===== src/rtl/irq_pkg.sv =====
// Shared types and constants for the irq_ctrl interrupt controller.
package irq_pkg;

    typedef enum logic [1:0] {
        IRQ_IDLE    = 2'd0,
        IRQ_ISSUE   = 2'd1,
        IRQ_DRAIN   = 2'd2,
        IRQ_SERVICE = 2'd3
    } irq_state_e;

    localparam logic [1:0] IRQ_ADDR_MASK    = 2'd0;
    localparam logic [1:0] IRQ_ADDR_PENDING = 2'd1;
    localparam logic [1:0] IRQ_ADDR_CLR     = 2'd2;
    localparam logic [1:0] IRQ_ADDR_CTRL    = 2'd3;

    localparam int IRQ_GIE_BIT = 0;
    localparam int IRQ_REG_W   = 8;
    localparam int IRQ_ID_W    = 3;

endpackage


===== src/rtl/irq_prio_enc.sv =====
// Fixed-priority encoder: the lowest set index wins, with a valid flag.
module irq_prio_enc #(
    parameter int N   = 8,
    parameter int IDW = 3
) (
    input  logic [N-1:0]   req_i,
    output logic [IDW-1:0] idx_o,
    output logic           valid_o
);

    always_comb begin
        // NOTE: defaults first so no path leaves an output unassigned (no latch).
        idx_o   = '0;
        valid_o = 1'b0;
        // Scanning downwards lets the lowest requesting index overwrite the rest.
        for (int i = N - 1; i >= 0; i--) begin
            if (req_i[i]) begin
                idx_o   = IDW'(i);
                valid_o = 1'b1;
            end
        end
    end

endmodule


===== src/rtl/irq_ctrl.sv =====
// Interrupt controller: sync, pending/mask/GIE, priority pick, timed one-hot issue, EOI wait.
// Define IRQ_EDGE_EN for edge-latched pending bits; the default build is level-sensitive.
module irq_ctrl
    import irq_pkg::*;
#(
    parameter int NUM_IRQ     = 8,
    parameter int HOLD_CYCLES = 3
) (
    input  logic                 CLK,
    input  logic                 RST_N,
    input  logic [NUM_IRQ-1:0]   irq_in,
    output logic [NUM_IRQ-1:0]   inj_irq,
    input  logic                 inj_busy,
    input  logic                 eoi,
    input  logic                 reg_we,
    input  logic [1:0]           reg_addr,
    input  logic [IRQ_REG_W-1:0] reg_wdata,
    output logic [IRQ_REG_W-1:0] reg_rdata,
    output logic                 in_service,
    output logic [IRQ_ID_W-1:0]  active_id
);

    localparam int CNT_W = $clog2(HOLD_CYCLES + 1);

    logic [NUM_IRQ-1:0]  sync1_q, sync2_q;
    logic [NUM_IRQ-1:0]  pending_q, pending_d;
    logic [NUM_IRQ-1:0]  mask_q, mask_d;
    logic                gie_q, gie_d;

    irq_state_e          state_q, state_d;
    logic [CNT_W-1:0]    hold_cnt_q, hold_cnt_d;
    logic                seen_busy_q, seen_busy_d;
    logic [NUM_IRQ-1:0]  inj_irq_q, inj_irq_d;
    logic                in_service_q, in_service_d;
    logic [IRQ_ID_W-1:0] active_id_q, active_id_d;

    logic [NUM_IRQ-1:0]  eligible;
    logic [IRQ_ID_W-1:0] win_id;
    logic                win_valid;
    logic                issue;

    always_ff @(posedge CLK or negedge RST_N) begin
        if (!RST_N) begin
            sync1_q <= '0;
            sync2_q <= '0;
        end else begin
            // NOTE: non-blocking so each stage takes the previous stage's old value.
            sync1_q <= irq_in;
            sync2_q <= sync1_q;
        end
    end

    always_comb begin
        mask_d = mask_q;
        gie_d  = gie_q;
        if (reg_we) begin
            case (reg_addr)
                IRQ_ADDR_MASK: mask_d = reg_wdata[NUM_IRQ-1:0];
                IRQ_ADDR_CTRL: gie_d  = reg_wdata[IRQ_GIE_BIT];
                default:       ;
            endcase
        end
    end

`ifdef IRQ_EDGE_EN
    logic [NUM_IRQ-1:0] sync3_q;
    logic [NUM_IRQ-1:0] rise, w1c, issue_clr;

    always_ff @(posedge CLK or negedge RST_N) begin
        if (!RST_N) sync3_q <= '0;
        else        sync3_q <= sync2_q;
    end

    assign rise      = sync2_q & ~sync3_q;
    assign w1c       = (reg_we && reg_addr == IRQ_ADDR_CLR) ? reg_wdata[NUM_IRQ-1:0] : '0;
    assign issue_clr = issue ? (NUM_IRQ'(1) << win_id) : '0;
    // A fresh edge is OR-ed in last so it survives a same-cycle clear.
    assign pending_d = (pending_q & ~(w1c | issue_clr)) | rise;
`else
    assign pending_d = sync2_q;
`endif

    // Arbitration uses registered MASK/GIE, so a same-cycle write cannot affect it.
    assign eligible = gie_q ? (pending_q & mask_q) : '0;

    irq_prio_enc #(
        .N   (NUM_IRQ),
        .IDW (IRQ_ID_W)
    ) u_prio (
        .req_i   (eligible),
        .idx_o   (win_id),
        .valid_o (win_valid)
    );

    assign issue = (state_q == IRQ_IDLE) && win_valid;

    always_ff @(posedge CLK or negedge RST_N) begin
        if (!RST_N) state_q <= IRQ_IDLE;
        else        state_q <= state_d;
    end

    always_comb begin
        state_d = state_q;
        case (state_q)
            IRQ_IDLE:    if (issue) state_d = IRQ_ISSUE;
            IRQ_ISSUE:   if (hold_cnt_q == CNT_W'(HOLD_CYCLES - 1)) state_d = IRQ_DRAIN;
            IRQ_DRAIN:   if (seen_busy_q && !inj_busy) state_d = IRQ_SERVICE;
            IRQ_SERVICE: if (eoi) state_d = IRQ_IDLE;
            default:     state_d = IRQ_IDLE;
        endcase
    end

    always_comb begin
        active_id_d  = issue ? win_id : active_id_q;
        in_service_d = in_service_q;
        if (issue)
            in_service_d = 1'b1;
        else if (state_q == IRQ_SERVICE && eoi)
            in_service_d = 1'b0;
        inj_irq_d   = (state_d == IRQ_ISSUE) ? (NUM_IRQ'(1) << active_id_d) : '0;
        hold_cnt_d  = (state_q == IRQ_ISSUE) ? hold_cnt_q + CNT_W'(1) : '0;
        // Busy may rise while the vector is still held, so watch from ISSUE onwards.
        seen_busy_d = (state_q inside {IRQ_ISSUE, IRQ_DRAIN}) ? (seen_busy_q | inj_busy) : 1'b0;
    end

    always_ff @(posedge CLK or negedge RST_N) begin
        if (!RST_N) begin
            pending_q    <= '0;
            mask_q       <= '0;
            gie_q        <= 1'b0;
            hold_cnt_q   <= '0;
            seen_busy_q  <= 1'b0;
            inj_irq_q    <= '0;
            in_service_q <= 1'b0;
            active_id_q  <= '0;
        end else begin
            pending_q    <= pending_d;
            mask_q       <= mask_d;
            gie_q        <= gie_d;
            hold_cnt_q   <= hold_cnt_d;
            seen_busy_q  <= seen_busy_d;
            inj_irq_q    <= inj_irq_d;
            in_service_q <= in_service_d;
            active_id_q  <= active_id_d;
        end
    end

    always_comb begin
        reg_rdata = '0;
        case (reg_addr)
            IRQ_ADDR_MASK:    reg_rdata[NUM_IRQ-1:0] = mask_q;
            IRQ_ADDR_PENDING: reg_rdata[NUM_IRQ-1:0] = pending_q;
            IRQ_ADDR_CTRL:    reg_rdata[IRQ_GIE_BIT] = gie_q;
            default:          ;
        endcase
    end

    assign inj_irq    = inj_irq_q;
    assign in_service = in_service_q;
    assign active_id  = active_id_q;

endmodule


===== config.mk =====
export PLATFORM = sky130hd
export DESIGN_NAME = irq_ctrl
export DESIGN_NICKNAME = d
export VERILOG_FILES = /design/src/rtl/irq_pkg.sv /design/src/rtl/irq_prio_enc.sv /design/src/rtl/irq_ctrl.sv
export SDC_FILE = /design/constraint.sdc
export NUM_CORES = 1
export LEC_CHECK = 0
export CORE_MARGIN = 2
export CORE_UTILIZATION = 30
export CTS_CLUSTER_DIAMETER = 80
export DETAILED_ROUTE_END_ITERATION = 8
export PLACE_DENSITY_LB_ADDON = 0.05
export SLEW_MARGIN = 30
export SYNTH_ARGS = -nofsm -noshare
export SYNTH_HDL_FRONTEND = slang
export SYNTH_SLANG_ARGS = --single-unit

===== constraint.sdc =====
create_clock -name CLK -period 3.6 [get_ports CLK]
set_clock_uncertainty 0.1 [all_clocks]
set_input_delay 0.72 -clock CLK [delete_from_list [all_inputs] [get_ports CLK]]
set_output_delay 0.72 -clock CLK [all_outputs]
set_load 0.02 [all_outputs]

[Word-level counts from Yosys, hierarchy flattened]
Index checks and enable logic that the tools add are counted.
Storage, ports and cells
  bits in registers: 50
  bits of input ports: 23
Cells by class
  add/sub/neg operators: 1
  reductions and logical operators: 10
  multiplexer cells: 30
  eq/ne operators: 7
  shift operators: 1
  bitwise operators: 2
Operators with widths (number)
  $mux 3: 9
  $mux 8: 2
  $pmux 7 s2: 1
  $mux 1: 11
  $mux 2: 5
  $and 8x8->8: 1
  $eq 2x2->1 const B: 4
  $pmux 2 s4: 1
  $shl 1x3->8 const A: 1
  $eq 2x1->1 const B: 3
  $logic_not 2->1: 2
  $reduce_and 2->1: 2
  $reduce_bool 2->1: 2
  $logic_and 1x1->1: 3
  $pmux 1 s3: 1
  $add 2x1->2 const B: 1
  $logic_not 1->1: 1
  $or 1x1->1: 1

[Depth between registers and ports, before layout]
Gate-level depths: netlist of the first run.
  depth in word-level cells: 15
  depth in mapped cells: 8
  mapped depth without buffers: 7

[Modules after synthesis]
From an unflattened synthesis of the first run, not the netlist that was laid out.
Unflattened totals
  cell total of the unflattened synthesis: 150
  area total of the unflattened synthesis: 1945.6 um^2
Modules (own cells, without submodules)
  irq_ctrl: area each 1865.5 um^2, seq. area each 1251.2 um^2, instances 1, cells an instance 137
  irq_prio_enc: area each 80.1 um^2, seq. area each 0.0 um^2, instances 1, cells an instance 13

[Worst setup path before layout of the first run]
Ideal clock, no wire load.
  path type: input-to-output
  start: in reg_addr[0]
  end: out reg_rdata[0]
  cell stages on the path: 3
  arrival time: 1.740 ns
  path buffers: 1
  setup slack: 1.040 ns
  data required time: 2.780 ns
  cells stage by stage: buf_1 -> mux2i_1 -> o21ai_0
On the way
  word-level cells in the longest chain between the ends: 2
  elaborated cells between the ends (all ways): 4
Ends and longest elaborated chain
  from (decl): line irq_ctrl.sv:16  | input logic [1:0] reg_addr,
  $eq 2x2->1, or another cell as far along: line irq_ctrl.sv:150  | case (reg_addr)
  $pmux 1 s3 *: line irq_ctrl.sv:150
  to (decl): line irq_ctrl.sv:18  | output logic [IRQ_REG_W-1:0] reg_rdata,
Mark *: on every way between the ends. The rest lies on a longest branch, timed or not.

[Final worst setup path of the first run]
Same ends and word-level chain as after synthesis.

==> results of run 1 <==
## cell type report
cell class	count	area, µm²	area share
inverters	7	26.3	0.00993
well taps	80	100	0.0378
multi-input cells	97	743	0.281
clock inverters	2	17.5	0.00662
clock buffers	6	82.6	0.0312
flip-flops and latches	50	1250	0.473
repair buffers	43	425	0.161
## state kept, by name, indices dropped and copies added (netlist names)
signal       flops
active_id        3
hold_cnt_q       2
pending_d        8
sync1_q          8
pending_q        8
in_service       1
gie_q            1
inj_irq          8
state_q          2
mask_q           8
seen_busy_q      1
## layout by cell type (no fill, tap or decap), types with 2 or more instances in the layout
| cell type | Yosys | routed |
|---|---|---|
| dfrtp_1 | 50 | 50 |
| clkdlybuf4s50_1 | 0 | 41 |
| nor2_1 | 14 | 14 |
| mux2_2 | 9 | 9 |
| mux2i_1 | 8 | 8 |
| nand2_1 | 8 | 8 |
| inv_1 | 7 | 7 |
| a21oi_1 | 7 | 7 |
| nand3_1 | 6 | 6 |
| clkbuf_8 | 1 | 6 |
| o21ai_0 | 5 | 5 |
| ha_1 | 5 | 5 |
| a31oi_1 | 4 | 4 |
| nor2b_1 | 3 | 3 |
| a22oi_1 | 3 | 3 |
| a22oi_2 | 2 | 2 |
| o21bai_1 | 2 | 2 |
| a21o_1 | 2 | 2 |
| a21oi_2 | 2 | 2 |
| clkinv_4 | 0 | 2 |
| buf_4 | 0 | 2 |
## worst min-delay path by stage
stage | slack, ps | end | start
2_1_floorplan | 230 | pending_d[0]$_DFF_PN0_ | sync1_q[0]$_DFF_PN0_
3_3_place_gp | 230 | pending_d[7]$_DFF_PN0_ | sync1_q[7]$_DFF_PN0_
3_5_place_dp | 230 | pending_q[3]$_DFF_PN0_ | pending_d[3]$_DFF_PN0_
4_1_cts | 260 | pending_q[0]$_DFF_PN0_ | pending_d[0]$_DFF_PN0_
5_1_grt | 260 | pending_d[2]$_DFF_PN0_ | sync1_q[2]$_DFF_PN0_
6_report | 250 | pending_q[0]$_DFF_PN0_ | pending_d[0]$_DFF_PN0_
## report_power, final
group / leakage, nW / total, mW / internal [mW] / switching (mW)
logic: 0.468 / 0.591 / 0.278 / 0.313
clock network: 0.0514 / 0.350 / 0.158 / 0.191
registers: 0.609 / 0.732 / 0.657 / 0.0749
## logic make-up after synthesis
| logic type | synth area share |
|---|---|
| compound gates | 0.158 |
| mux | 0.0889 |
| simple gates | 0.0864 |
| buf+inv | 0.0233 |
| fa+ha+maj | 0.0306 |
| flops | 0.613 |
## critical path, stage by stage
cell,delay [ps]
clkdlybuf4s50_1,460
buf_4,210
mux2i_1,90
o21ai_0,160
clkdlybuf4s50_1,630
## per-layer routing
layer  vias up  global-route usage
li1        652                   -
met1       654               0.165
met2        29               0.188
met3         7              0.0324
met4         0              0.0597
met5         -                   0
## stage by stage
stage / cell area, µm² / hold WS (ps) / util
2_1_floorplan: 2040 / 231 / -
3_3_place_gp: 2540 / 233 / 0.381
3_5_place_dp: 2550 / 235 / 0.381
4_1_cts: 2650 / 258 / 0.396
5_1_grt: 2650 / 263 / 0.396
6_report: 2650 / 254 / 0.396
==> results.yml, run 1 <==
drt:
  wl_per_cell_um: 14.6
  avgViaCountPerCell: 4.71
  routed_wl_um: 4150
  vias: 1342
  drc_errors: 0
  highest_layer: "met4"
  first_iter_violations: 81
  dr.pass1.iters: 4
  antenna_left: 0
  routedLengthMet1_um: 2000
  met2_length_um: 1890
  wl_met3_um: 166
logic_synthesis:
  synthTopCellsByCount: "dfrtp_1, nor2_1, mux2_2"
  mappedNetlistNets: 185
  yosysMostFrequentCell: "dfrtp_1"
  syn_inst: 157
  ys.flop_type: "dfrtp_1"
  netlist.area_leader.share: 0.613
  synth_cell_types: 37
  avgSynthCellArea_um2: 13.0
  netlist_area_mm2: 0.00204
  synth-async-reset-ratio: 1.00
  ys_seq_elements: 50
  synth_warnings: 0
  synth-edff-count: 0
  yosys.area.top_type: "dfrtp_1"
  synth_area_leaders: "dfrtp_1, mux2_2, mux2i_1, ha_1, nor2_1"
  seq_area_frac_synth: 0.613
clock_network:
  clkLatencyLatePin_ps: 310
  hold_buffers: 0
  cts_buffers: 5
  clk_pin_slew_ps: 90
  root_buffer: "clkbuf_8"
  cts_max_path_buffers: 2
  cts.repair.resized: 0
  clock_sinks: 50
  postCtsSetupRepairBufs: 0
  cts_max_level: 2
  cts_tree: "built"
timing:
  setup_ws_ps: 514
  hold_viol: 0
  tns_ps: 0
  slew_headroom: 0.557
  fin_crit_ps: 3090
  slew_violations: 0
  fmax_mhz: 324
  rsz0062_at_grt: "no"
  tightest_slew_ps: 662
  final.period_utilization: 0.857
  setup_viol: 0
layout:
  fin_cells: 285
  areaGrowthSynthToFinish_pct: 29.6
  antenna_cells: 0
  drive_gt1_frac: 0.156
  fin_nets: 232
  nFillCells: 650
floorplan:
  rows: 30
  fp.dieW_um: 86.5
  die_area_mm2: 0.00748
  core_mm2: 0.00668
  ioPinCount: 43
  die_h_um: 86.5
  start_util: 0.306
power:
  power.total_mw: 1.67
  vdd_ir_drop_max_v: 0.000199
  p_leak_nw: 1.13
  powerDensity_mw_per_mm2: 632
placed_design:
  hpwl_um: 3040
  place_congestion: 0.763
  place.port_buffers: 42
  pre_cts_ws_ps: 522
  dp.cells: 277
setup_path:
  start_kind: "input pin"
  reg2reg_depth: 6
  rr_endpoint: "inj_irq[4]$_DFF_PN0_"
  r2r_slack_ps: 1460
  critPathMaxFanout: 11
  critPathArrivalTime_ps: 2270
  worstSetupEndpoint: "reg_rdata[0]"
  crit_type: "in2out"
  critical_path.endpoint_type: "primary output"
  critPathRequiredTime_ps: 2780
  r2r-start: "state_q[1]$_DFF_PN0_"
  cp-startpoint: "reg_addr[0]"
global_routing:
  grt_pass1_vias: 1467
  grt.overflow.total: 0
  antenna_found_initial: 0
  grt_pass1_wl_um: 7020
  grt_usage: 0.124
  grt_max_degree: 51
hold_path:
  hold_class: "reg2reg"
  min_delay_path_depth: 0
flow_run:
  maxCapViolations: 0
outcome:
  outcome: "completed"
Power figures use the tool's default switching activity.
==> inputs of run 2 (changes only) <==
--- a/config.mk
+++ b/config.mk
@@ -5,6 +5,8 @@
 export SDC_FILE = /design/constraint.sdc
 export NUM_CORES = 1
 export LEC_CHECK = 0
+export CELL_PAD_IN_SITES_DETAIL_PLACEMENT = 1
+export CELL_PAD_IN_SITES_GLOBAL_PLACEMENT = 2
 export CORE_MARGIN = 2
 export CORE_UTILIZATION = 30
 export CTS_CLUSTER_DIAMETER = 80
==> run 2 against run 1 <==
Effect of this change:
- final cell count stayed put
- combinational power is 2% higher
- clock-buffer cell count decreased by 1
- sequential power hardly changed
- non-clock buffer count unchanged
- setup slack lost 130 ps
- wire length grew 5.6%
- clock power up 14%
- register-to-register slack worse by 50 ps
- power increased by 3.6%
- global-route usage stayed put
- largest cell class unchanged
- highest routed layer unchanged
==> results.yml, run 2 (synthesized netlist as in run 1, its figures left out) <==
setup_path:
  critPathMaxFanout: 6
  r2r-start: "state_q[1]$_DFF_PN0_"
  slowest_stage: "clkdlybuf4s50_1"
  critPathRequiredTime_ps: 2780
  critPathArrivalTime_ps: 2390
  crit_type: "in2out"
  crit_buf_inv: 3
  start_kind: "input pin"
  crit_family: "buffers and inverters"
  critical_path.endpoint_type: "primary output"
  max_stage_delay_ps: 630
  cp-startpoint: "reg_addr[0]"
  cpMostUsedCell: "clkdlybuf4s50_1"
  path_cells: "clkdlybuf4s50_1 -> buf_4 -> mux2i_1 -> nor2_1 -> clkdlybuf4s50_1"
layout:
  final_area_mm2: 0.00266
  drive_gt1_frac: 0.156
  areaGrowthSynthToFinish_pct: 30.2
  layout_commonest_cell: "dfrtp_1"
  mostFrequentLayoutCells: "dfrtp_1, clkdlybuf4s50_1, nor2_1"
  fin_nets: 232
  antenna_cells: 0
  nFillCells: 714
  fin_cells: 285
timing:
  fmax_mhz: 311
  slew_headroom: 0.575
  rsz0062_at_grt: "no"
  fin_crit_ps: 3210
  final.period_utilization: 0.892
  slew_violations: 0
  setup_viol: 0
  tightest_slew_ps: 622
  hold_viol: 0
  tns_ps: 0
placed_design:
  dp.cells: 277
  place_congestion: 0.746
  hpwl_um: 3180
  place.port_buffers: 42
  placed_cell_area_mm2: 0.00255
floorplan:
  fp.dieW_um: 86.5
  start_util: 0.306
  die_h_um: 86.5
  core_mm2: 0.00668
  rows: 30
  ioPinCount: 43
  die_area_mm2: 0.00748
clock_network:
  clkLatencyLatePin_ps: 300
  clk_pin_slew_ps: 90
  cts_max_path_buffers: 2
  postCtsSetupRepairBufs: 0
  cts_max_level: 2
  cts_buffers: 5
  cts.repair.resized: 0
  root_buffer: "clkbuf_8"
  clock_sinks: 50
  cts_tree: "built"
  hold_buffers: 0
power:
  powerDensity_mw_per_mm2: 652
  vdd_ir_drop_max_v: 0.000296
  power.total_mw: 1.73
  p_leak_nw: 1.13
drt:
  antenna_left: 0
  wl_per_cell_um: 15.4
  avgViaCountPerCell: 4.78
  drc_errors: 0
  dr.pass1.iters: 4
  vias: 1361
  routed_wl_um: 4380
  first_iter_violations: 31
hold_path:
  hold_class: "reg2reg"
  hold_start: "pending_d[5]$_DFF_PN0_"
global_routing:
  grt.overflow.total: 0
  grt_max_degree: 51
  antenna_found_initial: 0
  grt_pass1_wl_um: 7130
  grt_usage: 0.124
  grt_pass1_vias: 1467
flow_run:
  maxCapViolations: 0
outcome:
  outcome: "completed"
[run 2: routing by layer]
layer,up-vias,track usage,part of all wire
met5,-,0,0
met4,0,0.0256,0.0078
met3,4,0.0371,0.049
met2,33,0.190,0.46
met1,677,0.175,0.48
li1,647,-,-
[run 2: worst paths after layout]
check	to	slack (ps)	depth (start not counted)
setup reg to reg	inj_irq[6]$_DFF_PN0_	1410	6
hold / removal	pending_q[5]$_DFF_PN0_	260	0
min in group asynchronous	pending_d[6]$_DFF_PN0_	310	1
hold reg to reg	pending_q[5]$_DFF_PN0_	260	0
max in group asynchronous	state_q[0]$_DFF_PN0_	2650	1
setup / recovery	reg_rdata[1]	390	5
[run 2: worst reg2reg max path, cell delays in order, from the launching register on]
cell and delay [ps]:
dfrtp_1 440, inv_1 120, ha_1 360, nand2_1 240
a41oi_2 380, a21bo_2 310, a21oi_1 180
[run 2: per-stage QoR]
| step | hold slack [ps] | utilization | setup slack (ps) |
|---|---|---|---|
| floorplan | 231 | - | 1040 |
| global placement | 232 | 0.381 | 426 |
| detailed placement | 236 | 0.381 | 386 |
| CTS | 259 | 0.398 | 378 |
| global route | 263 | 0.398 | 322 |
| finish | 255 | 0.398 | 389 |
[run 2: report_power, final]
group,leakage [nW],switching (mW),internal (mW),total (mW)
Clock,0.0585,0.192,0.208,0.400
Combinational,0.468,0.322,0.278,0.600
Sequential,0.609,0.0760,0.657,0.733
[run 2: final cells by class]
| cell class | instances | area, µm² | area share |
|---|---|---|---|
| Clock buffer | 5 | 68.8 | 0.0259 |
| Clock inverter | 3 | 43.8 | 0.0165 |
| Inverter | 7 | 26.3 | 0.00988 |
| Multi-Input combinational cell | 97 | 743 | 0.280 |
| Sequential cell | 50 | 1250 | 0.471 |
| Tap cell | 80 | 100 | 0.0376 |
| Timing Repair Buffer | 43 | 425 | 0.160 |
==> inputs of run 3 (changes only) <==
--- a/config.mk
+++ b/config.mk
@@ -15,4 +15,5 @@
 export SLEW_MARGIN = 30
 export SYNTH_ARGS = -nofsm -noshare
 export SYNTH_HDL_FRONTEND = slang
+export SYNTH_HIERARCHICAL = 1
 export SYNTH_SLANG_ARGS = --single-unit
==> run 3 against run 2 <==
Effect of this change:
- sequential cell count stayed put
- sequential share of layout area is 2.0 points higher
- clock power is 16% lower
- global-route usage is 0.24 points higher
- critical path depth unchanged
- synthesized cell count fell by 4.5%
- sequential power decreased by 2%
- critical path type unchanged
- largest power group unchanged
==> results.yml, run 3 <==
outcome:
  outcome: "completed"
clock_network:
  cts_tree: "built"
  clock_sinks: 50
  hold_buffers: 0
  cts_max_path_buffers: 2
  clk_pin_slew_ps: 90
  cts_buffers: 5
  root_buffer: "clkbuf_8"
  cts_max_level: 2
  clkLatencyLatePin_ps: 300
  postCtsSetupRepairBufs: 0
  cts.repair.resized: 0
timing:
  rsz0062_at_grt: "no"
  hold_viol: 0
  fmax_mhz: 323
  fin_crit_ps: 3090
  tns_ps: 0
  tightest_slew_ps: 668
  final.period_utilization: 0.859
  slew_violations: 0
  setup_ws_ps: 506
  slew_headroom: 0.555
  setup_viol: 0
setup_path:
  crit_buf_inv: 3
  path_cells: "clkdlybuf4s50_1 -> buf_4 -> mux2i_1 -> o21ai_0 -> clkdlybuf4s50_1"
  start_kind: "input pin"
  cpMostUsedCell: "clkdlybuf4s50_1"
  critical_path.endpoint_type: "primary output"
  critPathMaxFanout: 11
  crit_family: "buffers and inverters"
  critPathRequiredTime_ps: 2780
  slowest_stage: "clkdlybuf4s50_1"
  crit_type: "in2out"
  max_stage_delay_ps: 620
  critPathArrivalTime_ps: 2270
placed_design:
  place_congestion: 0.784
  place.port_buffers: 42
  hpwl_um: 3050
  pre_cts_ws_ps: 492
drt:
  vias: 1271
  dr.pass1.iters: 4
  avgViaCountPerCell: 4.59
  antenna_left: 0
  routed_wl_um: 4080
  wl_per_cell_um: 14.7
  first_iter_violations: 38
  drc_errors: 0
power:
  p_leak_nw: 1.17
  vdd_ir_drop_max_v: 0.000224
  power.total_mw: 1.62
  powerDensity_mw_per_mm2: 633
layout:
  fin_nets: 228
  antenna_cells: 0
  mostFrequentLayoutCells: "dfrtp_1, clkdlybuf4s50_1, mux2i_1"
  drive_gt1_frac: 0.125
  layout_commonest_cell: "dfrtp_1"
  areaGrowthSynthToFinish_pct: 31.1
  final_util: 0.404
logic_synthesis:
  synth_warnings: 6
  synth-edff-count: 0
  synth_xor_area_frac: 0
  syn_inst: 150
  yosys.area.top_type: "dfrtp_1"
  netlist.area_leader.share: 0.643
  yosysMostFrequentCell: "dfrtp_1"
  synth_top_family_by_area: "simple AND/OR/NAND/NOR gates"
  yosys.area_share.simple: 0.137
  synth-async-reset-ratio: 1.00
  synthAdderAreaFrac: 0.0386
  ys_seq_elements: 50
  synth_cell_types: 30
  synthTopCellsByCount: "dfrtp_1, mux2i_1"
  synth_area_leaders: "dfrtp_1, mux2i_1, mux2_2, ha_1, and3_1"
  synth_mux_area_frac: 0.109
  mappedNetlistNets: 179
  seq_area_frac_synth: 0.643
  avgSynthCellArea_um2: 13.0
  netlist_area_mm2: 0.00195
  synth_compound_area_frac: 0.0469
  ys.flop_type: "dfrtp_1"
hold_path:
  hold_class: "reg2reg"
floorplan:
  start_util: 0.308
  core_mm2: 0.00631
  die_area_mm2: 0.00715
  ioPinCount: 43
  die_h_um: 84.5
  rows: 29
  fp.dieW_um: 84.5
global_routing:
  antenna_found_initial: 0
  grt_usage: 0.126
  grt_max_degree: 32
  grt.overflow.total: 0
  grt_pass1_vias: 1384
  grt_pass1_wl_um: 7040
flow_run:
  maxCapViolations: 0
-- run 3: where the power goes --
part | leakage [nW] | total [mW] | switching [mW] | internal, mW
clock | 0.0489 | 0.336 | 0.195 | 0.141
sequential | 0.608 | 0.715 | 0.0574 | 0.658
combinational | 0.516 | 0.564 | 0.311 | 0.254
-- run 3: stage by stage --
stage               hold WS (ps)  cell area (µm²)  cells
CTS                          259             2550    277
global placement             233             2460    269
finish                       256             2550    277
detailed placement           236             2460    269
floorplan                    231             1950    150
global route                 264             2550    277
-- run 3: area by class of cell --
cell class	instances	area [µm²]
repair buffers	45	438
inverters	8	30.0
clock buffers	5	68.8
fillers	691	3760
multi-input cells	89	644
flip-flops and latches	50	1250
clock inverters	3	22.5
well taps	77	96.3
-- run 3: metal layers --
metal,global-route usage,vias up,part of all wire
met5,0,-,0
met4,0.0303,0,0.0098
met3,0.0374,6,0.044
met2,0.193,29,0.45
met1,0.179,626,0.50
li1,-,610,-
-- run 3: cells by family (layout without fill, tap and decap cells) --
family / Yosys count / count (layout)
fa+ha+maj: 6 / 6
flops: 50 / 50
compound gates: 13 / 13
mux: 20 / 20
buf+inv: 11 / 61
simple gates: 50 / 50
-- run 3: worst paths after layout --
kind                                       from                      end  slack (ps)  cells past startpoint
max reg2reg                   gie_q$_DFFE_PN0P_     inj_irq[6]$_DFF_PN0_        1080                      7
min reg2reg                sync1_q[1]$_DFF_PN0_   pending_d[1]$_DFF_PN0_         260                      0
min in group asynchronous                 RST_N  hold_cnt_q[0]$_DFF_PN0_         330                      1
max in group asynchronous                 RST_N   active_id[2]$_DFF_PN0_        2320                      2
max                                 reg_addr[0]             reg_rdata[0]         510                      5
min                        sync1_q[1]$_DFF_PN0_   pending_d[1]$_DFF_PN0_         260                      0
-- run 3: worst register-to-register path: stages (launching register included) --
cell,delay [ps]
dfrtp_1,490
and3_1,220
nor4_1,450
nand2_1,120
and2_1,240
mux2i_1,410
inv_1,190
nor3_1,230
==> RTL edit (config.mk and constraints of run 2) <==
Register the output `reg_rdata`, with the module's reset; this adds one clock of latency there. The other outputs are not delayed to match.
--- a/src/rtl/irq_ctrl.sv
+++ b/src/rtl/irq_ctrl.sv
@@ -21,6 +21,8 @@
 );
 
     localparam int CNT_W = $clog2(HOLD_CYCLES + 1);
+
+    logic [IRQ_REG_W-1:0] reg_rdata_d;
 
     logic [NUM_IRQ-1:0]  sync1_q, sync2_q;
     logic [NUM_IRQ-1:0]  pending_q, pending_d;
@@ -146,11 +148,11 @@
     end
 
     always_comb begin
-        reg_rdata = '0;
+        reg_rdata_d = '0;
         case (reg_addr)
-            IRQ_ADDR_MASK:    reg_rdata[NUM_IRQ-1:0] = mask_q;
-            IRQ_ADDR_PENDING: reg_rdata[NUM_IRQ-1:0] = pending_q;
-            IRQ_ADDR_CTRL:    reg_rdata[IRQ_GIE_BIT] = gie_q;
+            IRQ_ADDR_MASK:    reg_rdata_d[NUM_IRQ-1:0] = mask_q;
+            IRQ_ADDR_PENDING: reg_rdata_d[NUM_IRQ-1:0] = pending_q;
+            IRQ_ADDR_CTRL:    reg_rdata_d[IRQ_GIE_BIT] = gie_q;
             default:          ;
         endcase
     end
@@ -159,5 +161,13 @@
     assign in_service = in_service_q;
     assign active_id  = active_id_q;
 
+    always_ff @(posedge CLK or negedge RST_N) begin
+        if (!RST_N) begin
+            reg_rdata <= '0;
+        end else begin
+            reg_rdata <= reg_rdata_d;
+        end
+    end
+
 endmodule
 
Behaviour: not the same (a bounded check fails within 4 cycles, from zero or initial values and one cycle with RST_N low).
==> RTL edit against run 2 <==
- first-iteration DRC count rose by 120%
- power rose by 27%
- sequential cell count rose by 8
- sequential share of layout area rose by 0.99 points
- via count rose by 6.2%
- non-clock buffer count did not move
- sequential power rose by 14%
- cell area rose by 14%
- area after synthesis rose by 9.8%
- setup slack improved by 800 ps
- final cell count rose by 12%
- wire length rose by 7.2%
- largest power group unchanged
- highest routed layer unchanged
==> RTL edit: results (changes against run 2) <==
Yosys:
- The flip-flop cell with the highest count after synthesis is dfrtp_1 (unchanged).
- The proportion of register bits with asynchronous set or reset after synthesis is 100% (unchanged).
- The number of distinct library cells after synthesis came to 37 (unchanged).
- The adder-cell share of the synthesized area came to 2.79% (was 3.06%).
- The fraction of synthesized area in multiplexers came to 8.09% (was 8.88%).
- The synthesized-area fraction occupied by ao, oa, aoi and oai cells is 14.4% (was 15.8%).
- The warning count from the yosys run is 0 (unchanged).
- Ranking of synthesized cells by area: dfrtp_1 (65%), mux2_2 (4.5%), mux2i_1 (3.6%) (was dfrtp_1 (61%), mux2_2 (5.0%), mux2i_1 (3.9%)).
- The post-synthesis net count came to 193 (was 185).
- Top post-synthesis cells by count: dfrtp_1 (58), nor2_1 (14), mux2_2 (9) (was dfrtp_1 (50), nor2_1 (14), mux2_2 (9)).
- The XOR/XNOR share of the synthesized area is 0% (unchanged).
- The portion of the post-synthesis area used by sequential elements was 64.7% (was 61.3%).
- The per-instance average area after synthesis is 13.6 um2 (was 13.0 um2).

Routing:
- The per-cell routed wire length is 14.7 um (was 15.4 um).
- The detailed router's first-iteration violation count is 67 (was 31).
- The detailed-router iteration count before antenna repair is 4 (unchanged).
- The via density per instance is 4.53 (was 4.78).

Final layout:
- The count of inserted antenna diode cells is 0 (unchanged).
- The post-layout net count is 244 (was 232).
- The fraction of final layout cells with drive strength greater than 1 is 17.7% (was 15.6%).
- The number of standard cells in the final layout excluding fillers is 319 (was 285).
- The count of fill cells added during filler insertion is 777 (was 714).

Clock network:
- The H-tree level count is 3 (was 2).
- The number of buffers added by the clock tree synthesis step is 9 (was 5).
- The number of buffers inserted by post-CTS setup repair was 0 (unchanged).
- The post-cts repair resize count was 0 (unchanged).
- The clock latency on the worst-skew pair is 330 ps (was 300 ps).
- The number of buffers added to fix hold violations after cts is 0 (unchanged).
- The buffer depth of the longest clock path came to 2 (unchanged).
- The clock-pin slew reported for the worst setup and hold paths after clock tree synthesis is 70 ps (was 90 ps).

Place:
- The total half-perimeter wirelength after legalization and detailed placement is 3.44 mm (was 3.18 mm).
- The area after detailed placement came to 2770 um2 (was 2550 um2).
- The placed instance count was 304 (was 277).
- The final weighted congestion in routability-driven placement is 0.734 (was 0.746).
- The number of I/O port buffers is 42 (unchanged).

Global routing:
- The largest net degree at the start of global routing is 46 (was 51).
- The first-pass GRT wire length is 8.14 mm (was 7.13 mm).
- The number of global-route vias before repair came to 1562 (was 1467).
- The total global routing track utilization came to 12.9% (was 12.4%).

Setup path:
- The data arrival time at the worst-slack endpoint is 2520 ps (was 2390 ps).
- The maximum fanout along the worst path is 11 (was 6).

Pwr:
- The leakage power summed over all cells came to 1.30 nW (was 1.13 nW).
- The maximum VDD drop is 304 uV (was 296 uV).

STA:
- The worst max-slew margin expressed relative to the limit is 54.6% (was 57.5%).

Min path:
- The path class of the lowest-slack min-delay path is reg2reg (unchanged).

Run status:
- Status: complete, no violations (unchanged).
==> RTL edit: cell count changes after synthesis <==
cell / change
dfrtp_1: +8
==> RTL edit: cell families after synthesis <==
kind of cell,after synthesis
buf+inv,10
compound gates,39
simple gates,36
fa+ha+maj,5
mux,17
flops,58
==> RTL edit: critical path, stage by stage <==
cell and delay, ps:
clkdlybuf4s50_1 700, nor3b_2 690, mux2_2 410
==> RTL edit: routing by layer <==
layer / vias to the layer above / share of wire, % / track usage [%]
met4: 0 / 1.7 / 6.15
li1: 684 / - / -
met3: 8 / 4.6 / 3.76
met5: - / 0 / 0
met2: 40 / 43 / 18.6
met1: 714 / 51 / 17.8
==> RTL edit: path summary, 6_finish.rpt <==
kind | start | end | slack [ps] | depth (start not counted)
max in group asynchronous | RST_N | state_q[1] | 2500 | 2
min in group asynchronous | RST_N | reg_rdata[7] | 260 | 1
setup / recovery | reg_addr[0] | mask_q[7] | 1190 | 3
setup reg to reg | state_q[1] | inj_irq[1] | 1410 | 6
hold / removal | pending_d[4] | pending_q[4] | 250 | 0
hold reg to reg | pending_d[4] | pending_q[4] | 250 | 0
==> RTL edit: metrics by stage <==
stage | hold WS [ps] | setup slack [ps]
2_1_floorplan | 231 | 1730
3_3_place_gp | 234 | 911
3_5_place_dp | 236 | 828
4_1_cts | 250 | 1190
5_1_grt | 256 | 1050
6_report | 246 | 1190
==> RTL edit: area by class of cell <==
cell class | count | area [um2] | area share (%)
Clock buffer | 11 | 151 | 5.01
Multi-Input combinational cell | 97 | 743 | 24.6
Tap cell | 99 | 124 | 4.10
Sequential cell | 58 | 1450 | 48.1
Timing Repair Buffer | 43 | 425 | 14.1
Inverter | 7 | 26.3 | 0.870
Clock inverter | 4 | 98.8 | 3.27
==> RTL edit: power by group <==
part	switching (mW)	leakage (nW)	internal [mW]	total [mW]
Clock	0.256	0.126	0.495	0.752
Sequential	0.0790	0.712	0.757	0.835
Combinational	0.329	0.468	0.278	0.607
Total	0.664	1.30	1.53	2.19
